==> src/rtl/picosoc_mem_arbiter_if.sv <==
// PicoSoC native memory bus: a single valid/ready request channel with write data,
// byte strobes and read data. The master side issues requests, the slave side answers.
interface picosoc_mem_arbiter_if;
  logic        valid;
  logic        ready;
  logic [31:0] addr;
  logic [31:0] wdata;
  logic [3:0]  wstrb;
  logic [31:0] rdata;

  modport master (output valid, addr, wdata, wstrb, input ready, rdata);
  modport slave  (input valid, addr, wdata, wstrb, output ready, rdata);
endinterface

==> src/rtl/picosoc_mem_arbiter.sv <==
// Two-master arbiter for the PicoSoC native memory bus: one transaction at a time,
// grant held until the slave completes, hung transactions terminated with an error word.
module picosoc_mem_arbiter #(
  parameter int          PRIORITY_MODE  = 0,
  parameter int          TIMEOUT_CYCLES = 255,
  parameter logic [31:0] ERR_WORD       = 32'hDEAD_BEEF
) (
  input  logic                  clk,
  input  logic                  reset,
  picosoc_mem_arbiter_if.slave  m0,
  picosoc_mem_arbiter_if.slave  m1,
  picosoc_mem_arbiter_if.master s,
  output logic [1:0]            grant,
  output logic                  timeout_irq
);

  localparam bit            TO_EN  = (TIMEOUT_CYCLES > 0);
  localparam int            CW     = TO_EN ? $clog2(TIMEOUT_CYCLES + 1) : 1;
  localparam logic [CW-1:0] T_LAST = TO_EN ? CW'(TIMEOUT_CYCLES - 1) : '0;
  localparam logic [CW-1:0] T_MAX  = '1;

  typedef enum logic [1:0] {
    IDLE = 2'd0,
    OWN0 = 2'd1,
    OWN1 = 2'd2
  } state_t;

  state_t        state;
  state_t        state_next;
  logic          last_grant;
  logic          last_grant_next;
  logic [CW-1:0] tcount;

  logic          own_valid;
  logic [31:0]   own_addr;
  logic [31:0]   own_wdata;
  logic [3:0]    own_wstrb;
  logic          complete;
  logic          timeout_hit;
  logic          abort;
  logic          finish;
  logic [31:0]   resp_data;

  always_comb begin
    own_valid = 1'b0;
    own_addr  = '0;
    own_wdata = '0;
    own_wstrb = '0;
    case (state)
      OWN0: begin
        own_valid = m0.valid;
        own_addr  = m0.addr;
        own_wdata = m0.wdata;
        own_wstrb = m0.wstrb;
      end
      OWN1: begin
        own_valid = m1.valid;
        own_addr  = m1.addr;
        own_wdata = m1.wdata;
        own_wstrb = m1.wstrb;
      end
      default: ;
    endcase
  end

  // A slave ready in the final allowed cycle still counts as a normal completion.
  assign complete    = own_valid && s.ready;
  assign timeout_hit = TO_EN && own_valid && !s.ready && (tcount == T_LAST);
  assign abort       = (state != IDLE) && !own_valid;
  assign finish      = complete || timeout_hit;
  assign resp_data   = timeout_hit ? ERR_WORD : s.rdata;

  always_ff @(posedge clk) begin
    if (reset) begin
      state      <= IDLE;
      last_grant <= 1'b1;
      tcount     <= '0;
    end else begin
      state      <= state_next;
      last_grant <= last_grant_next;
      if (state == IDLE)
        tcount <= '0;
      else if (!s.ready && tcount != T_MAX)
        tcount <= tcount + CW'(1);
    end
  end

  always_comb begin
    state_next      = state;
    last_grant_next = last_grant;
    case (state)
      IDLE: begin
        if (m0.valid && m1.valid)
          state_next = ((PRIORITY_MODE != 0) || last_grant) ? OWN0 : OWN1;
        else if (m0.valid)
          state_next = OWN0;
        else if (m1.valid)
          state_next = OWN1;
      end
      OWN0: begin
        if (finish) begin
          state_next      = IDLE;
          last_grant_next = 1'b0;
        end else if (abort) begin
          state_next = IDLE;
        end
      end
      OWN1: begin
        if (finish) begin
          state_next      = IDLE;
          last_grant_next = 1'b1;
        end else if (abort) begin
          state_next = IDLE;
        end
      end
      default: state_next = IDLE;
    endcase
  end

  // The non-owner never sees ready; its request simply waits in IDLE arbitration.
  always_comb begin
    grant       = 2'b00;
    s.valid     = own_valid && !timeout_hit;
    s.addr      = own_addr;
    s.wdata     = own_wdata;
    s.wstrb     = own_wstrb;
    m0.ready    = 1'b0;
    m0.rdata    = '0;
    m1.ready    = 1'b0;
    m1.rdata    = '0;
    timeout_irq = timeout_hit;
    case (state)
      OWN0: begin
        grant    = 2'b01;
        m0.ready = finish;
        m0.rdata = finish ? resp_data : '0;
      end
      OWN1: begin
        grant    = 2'b10;
        m1.ready = finish;
        m1.rdata = finish ? resp_data : '0;
      end
      default: ;
    endcase
  end

endmodule

==> src/flat_wrapper.sv <==
// flat-port wrapper written by rule: the top's interface ports become plain ports
module picosoc_mem_arbiter_flat 
#(
  parameter int          PRIORITY_MODE  = 0,
  parameter int          TIMEOUT_CYCLES = 255,
  parameter logic [31:0] ERR_WORD       = 32'hDEAD_BEEF
)
  (clk, reset, grant, timeout_irq, m0_valid, m0_addr, m0_wdata, m0_wstrb, m0_ready, m0_rdata, m1_valid, m1_addr, m1_wdata, m1_wstrb, m1_ready, m1_rdata, s_valid, s_addr, s_wdata, s_wstrb, s_ready, s_rdata);
  picosoc_mem_arbiter_if m0_i ();
  picosoc_mem_arbiter_if m1_i ();
  picosoc_mem_arbiter_if s_i ();
  input  logic clk;
  input  logic reset;
  output logic [1:0] grant;
  output logic timeout_irq;
  input wire logic [$bits(m0_i.valid)-1:0] m0_valid;
  input wire logic [$bits(m0_i.addr)-1:0] m0_addr;
  input wire logic [$bits(m0_i.wdata)-1:0] m0_wdata;
  input wire logic [$bits(m0_i.wstrb)-1:0] m0_wstrb;
  output wire logic [$bits(m0_i.ready)-1:0] m0_ready;
  output wire logic [$bits(m0_i.rdata)-1:0] m0_rdata;
  input wire logic [$bits(m1_i.valid)-1:0] m1_valid;
  input wire logic [$bits(m1_i.addr)-1:0] m1_addr;
  input wire logic [$bits(m1_i.wdata)-1:0] m1_wdata;
  input wire logic [$bits(m1_i.wstrb)-1:0] m1_wstrb;
  output wire logic [$bits(m1_i.ready)-1:0] m1_ready;
  output wire logic [$bits(m1_i.rdata)-1:0] m1_rdata;
  output wire logic [$bits(s_i.valid)-1:0] s_valid;
  output wire logic [$bits(s_i.addr)-1:0] s_addr;
  output wire logic [$bits(s_i.wdata)-1:0] s_wdata;
  output wire logic [$bits(s_i.wstrb)-1:0] s_wstrb;
  input wire logic [$bits(s_i.ready)-1:0] s_ready;
  input wire logic [$bits(s_i.rdata)-1:0] s_rdata;
  assign m0_i.valid = m0_valid;
  assign m0_i.addr = m0_addr;
  assign m0_i.wdata = m0_wdata;
  assign m0_i.wstrb = m0_wstrb;
  assign m0_ready = m0_i.ready;
  assign m0_rdata = m0_i.rdata;
  assign m1_i.valid = m1_valid;
  assign m1_i.addr = m1_addr;
  assign m1_i.wdata = m1_wdata;
  assign m1_i.wstrb = m1_wstrb;
  assign m1_ready = m1_i.ready;
  assign m1_rdata = m1_i.rdata;
  assign s_valid = s_i.valid;
  assign s_addr = s_i.addr;
  assign s_wdata = s_i.wdata;
  assign s_wstrb = s_i.wstrb;
  assign s_i.ready = s_ready;
  assign s_i.rdata = s_rdata;
  picosoc_mem_arbiter #(.PRIORITY_MODE(PRIORITY_MODE), .TIMEOUT_CYCLES(TIMEOUT_CYCLES), .ERR_WORD(ERR_WORD)) u_core (.clk(clk), .reset(reset), .m0(m0_i), .m1(m1_i), .s(s_i), .grant(grant), .timeout_irq(timeout_irq));
endmodule
==> config.mk <==
export PLATFORM = sky130hd
export DESIGN_NAME = picosoc_mem_arbiter_flat
export DESIGN_NICKNAME = d
export VERILOG_FILES = /design/src/rtl/picosoc_mem_arbiter_if.sv /design/src/rtl/picosoc_mem_arbiter.sv /design/src/flat_wrapper.sv
export SDC_FILE = /design/constraint.sdc
export NUM_CORES = 1
export LEC_CHECK = 0
export CAP_MARGIN = 15
export CORE_AREA = 2 2 121 123
export CTS_CLUSTER_DIAMETER = 200
export DETAILED_ROUTE_END_ITERATION = 8
export DIE_AREA = 0 0 123 125
export GPL_TIMING_DRIVEN = 1
export PLACE_DENSITY = 0.62
export REMOVE_ABC_BUFFERS = 1
export SLEW_MARGIN = 15
export SYNTH_ARGS = -nofsm -noshare
export SYNTH_HDL_FRONTEND = slang
export SYNTH_SLANG_ARGS = --single-unit
export TNS_END_PERCENT = 100
==> constraint.sdc <==
create_clock -name clk -period 3.3 [get_ports clk]
set_clock_uncertainty 0.05 [all_clocks]
set_input_delay 0.825 -clock clk [delete_from_list [all_inputs] [get_ports clk]]
set_output_delay 0.825 -clock clk [all_outputs]
set_load 0.02 [all_outputs]
==> results.md <==
- Worst setup path end: m0_rdata[16]
- Wl on met1: 4840 um
- Simple-gate share of the synthesized area: 30.5%
- Power density over cell area: 445 nW/um2
- Clk sinks: 11
- Initial antenna violation count: 0
- P_leak: 2.13 nW
- R2R setup slack: 1.37 ns
- Worst-Margin Slew: 0.365 ns
- Required time worst endpoint: 2.42 ns
- GR Util All Layers: 15.1%
- CTS buffer count: 3
- CP arrival: 2.30 ns
- Seq/Total Area, Yosys: 9.57%
- Min-delay src: u_core.tcount[7]$_SDFFE_PP0P_
- Largest net degree at the start of global routing: 73
- Seq cells post-synth: 11
- Yosys cell types: 39
- DRC viols: 0
- XOR/XNOR Fraction of Synth Area: 0.381%
- Layout Nets: 802
- # port buffers: 310
- Largest family of logic cells by synthesized area: compound AO/OA/AOI/OAI gates
- CP Max Fanout: 6
- CP Launch Type: input pin
- Overflow after GRT: 0
- Root buffer cell: clkbuf_16
- DR WL/cell: 16.0 um
- Detailed Route WL: 12900 um
- Worst VDD drop: 386 uV
- Hold Path Class: flop to flop
- Cell area after synthesis: 2300 um2
- Vias in the first global route: 3604
- First-pass GRT wire length: 18600 um
- Std-Cell Rows: 44
- Ys Warns: 0
- Status: finished, final reports clean
- Commonest non-fill, non-tap cell in the layout: clkdlybuf4s50_1
- DP HPWL: 10100 um
- Synth Area in Compound Gates: 44.8%
- Die X: 123 um
- Area growth syn-to-layout: 144%
- Core Area: 14200 um2
- WL met2: 6550 um
- ANT cells: 0
- R2r endpoint: u_core.state[0]$_SDFFE_PP0P_
- H-tree Lvls: 1
- Layout cell share with drive strength beyond 1: 16.6%
- Adder-cell share of the synthesized area: 3.81%
- Max Clk Rate: 315 MHz
- R2r startpoint: u_core.state[0]$_SDFFE_PP0P_
- Top Metal Used: met4
- Initial Util: 16.2%
- Number of maximum-capacitance violations: 0
- Cell count after synthesis: 324
- CTS max path bufs: 2
- Tcrit/Tclk final: 96.1%
- DR vias: 3667
- Hold Vio Cnt, Final: 0
- Final Power: 2.50 mW
- Finished Core Util: 39.6%
- Mux contribution to synthesized area: 0.870%
- Worst reg2reg path depth: 6
- Max-slew violation count: 0
- Die ar.: 15400 um2
- Final instance area: 5620 um2
- I/O pin count: 311
- Tmin final: 3.17 ns
- Most frequent cells in the layout: 237 x clkdlybuf4s50_1, 71 x nor2b_1, 68 x a22oi_1
- Avg Inst Size Synth: 7.10 um2
- DR iter-0 viols: 138
- Filler Cells Inserted: 1466
- Crit path from: s_ready
- Crit. End Element: output pin
- Vias per cell: 4.56
- Worst setup path class: input pin to output pin
- Clk slew on worst S/H paths: 0.04 ns
- Fin Hold WS: 0.441 ns
- Cts hold-fix bufs: 0
- Max_slew headroom: 75.5%
- GPL Wtd Cong: 0.890
- Final setup fails: 0
- First-pass iteration count of the detailed router: 6
- Routed Antenna Nets: 0
- Unrepaired setup endpoints after global routing: false
- Worst-skew pair later-pin latency: 0.24 ns
- Die height: 125 um
- CTS tree: yes
- Placed Area: 5650 um2
- DR WL met3: 1380 um
-- cell type report --
type	count	area [um2]	share of cell area, %
Multi-Input combinational cell	264	1880	33.4
Inverter	14	52.6	0.935
Timing Repair Buffer	328	3160	56.2
Clock buffer	4	78.8	1.40
Sequential cell	11	220	3.92
Tap cell	184	230	4.10
-- cell families after synthesis --
kind of cell / after synthesis
buffers and inverters: 49
xor gates and xnor gates: 1
DFF: 11
adders and majority gates: 7
AOI/OAI and AO/OA: 136
muxes: 2
and+or+nand+nor: 118
-- routing by layer --
layer,vias to the layer above,global-route usage (%)
met4,0,2.34
met2,212,29.3
li1,1777,-
met3,12,3.47
met1,1666,16.6
met5,-,0
-- registers in the layout, indices dropped and copies added, names as in the netlist --
register and count:
u_core.last_grant 1, u_core.state 2, u_core.tcount 8
-- critical path: stages --
cell and delay, ns:
clkdlybuf4s50_1 0.50, buf_4 0.21, nor3_4 0.20, buf_6 0.16, clkbuf_16 0.15, o21a_1 0.14, buf_6 0.12
-- power breakdown --
group          switching [mW]  total [mW]  internal, mW
Combinational            1.05        2.11          1.06
Sequential             0.0179       0.171         0.153
Clock                  0.0609       0.223         0.162
-- through the flow --
stage / worst slack, ns / setup TNS [ns] / instances
2_1_floorplan: -1.89 / -100.31 / 289
3_3_place_gp: -0.523 / -30.62 / 797
3_5_place_dp: -0.533 / -31.36 / 797
4_1_cts: -0.118 / -2.69 / 804
5_1_grt: 0.00130 / 0 / 805
6_report: 0.127 / 0 / 805
-- synth_stat cells --
| cell type | count | area share [%] |
|---|---|---|
| a211oi_1 | 3 | 0.98 |
| a21oi_1 | 3 | 0.65 |
| a22o_1 | 1 | 0.38 |
| a22oi_1 | 68 | 22 |
| a311o_2 | 1 | 0.49 |
| a31o_2 | 1 | 0.38 |
| a31oi_1 | 3 | 0.82 |
| a41oi_1 | 1 | 0.38 |
| a41oi_4 | 1 | 1.2 |
| and2_1 | 1 | 0.27 |
| and4_1 | 1 | 0.38 |
| buf_1 | 3 | 0.49 |
| buf_2 | 5 | 1.1 |
| buf_4 | 1 | 0.33 |
| buf_6 | 5 | 2.4 |
| clkbuf_1 | 21 | 3.4 |
| dfxtp_1 | 11 | 9.6 |
| ha_1 | 7 | 3.8 |
| inv_1 | 14 | 2.3 |
| mux2i_1 | 2 | 0.87 |
| nand2_1 | 5 | 0.82 |
| nand2b_1 | 3 | 0.82 |
| nand3_1 | 3 | 0.65 |
| nand3b_1 | 1 | 0.33 |
| nand4_1 | 1 | 0.27 |
| nand4bb_1 | 1 | 0.49 |
| nor2_1 | 24 | 3.9 |
| nor2b_1 | 71 | 19 |
| nor3_1 | 1 | 0.22 |
| nor3_2 | 1 | 0.44 |
| nor3b_4 | 2 | 1.6 |
| o21a_1 | 48 | 16 |
| o21ai_0 | 4 | 0.87 |
| o2bb2a_1 | 1 | 0.44 |
| o41ai_1 | 1 | 0.38 |
| or2_2 | 1 | 0.27 |
| or3b_2 | 1 | 0.38 |
| or4_1 | 1 | 0.33 |
| xnor2_1 | 1 | 0.38 |
-- how the worst min path moves through the flow --
stage          depth (start not counted)                        endpoint  slack [ns]
2_1_floorplan                          2   u_core.tcount[7]$_SDFFE_PP0P_        0.41
4_1_cts                                2   u_core.tcount[7]$_SDFFE_PP0P_        0.44
3_5_place_dp                           2   u_core.tcount[7]$_SDFFE_PP0P_        0.43
3_3_place_gp                           2   u_core.tcount[7]$_SDFFE_PP0P_        0.43
5_1_grt                                1  u_core.last_grant$_SDFFE_PP1P_        0.47
6_report                               2   u_core.tcount[7]$_SDFFE_PP0P_        0.44
-- what timing repair did --
item,CTS,global route
gates cloned,1,2
gates resized for setup,238,59
setup buffers,2,0
endpoints found under the setup margin,68,78
pin swaps,1,4
(Power assumes the default switching activity.)
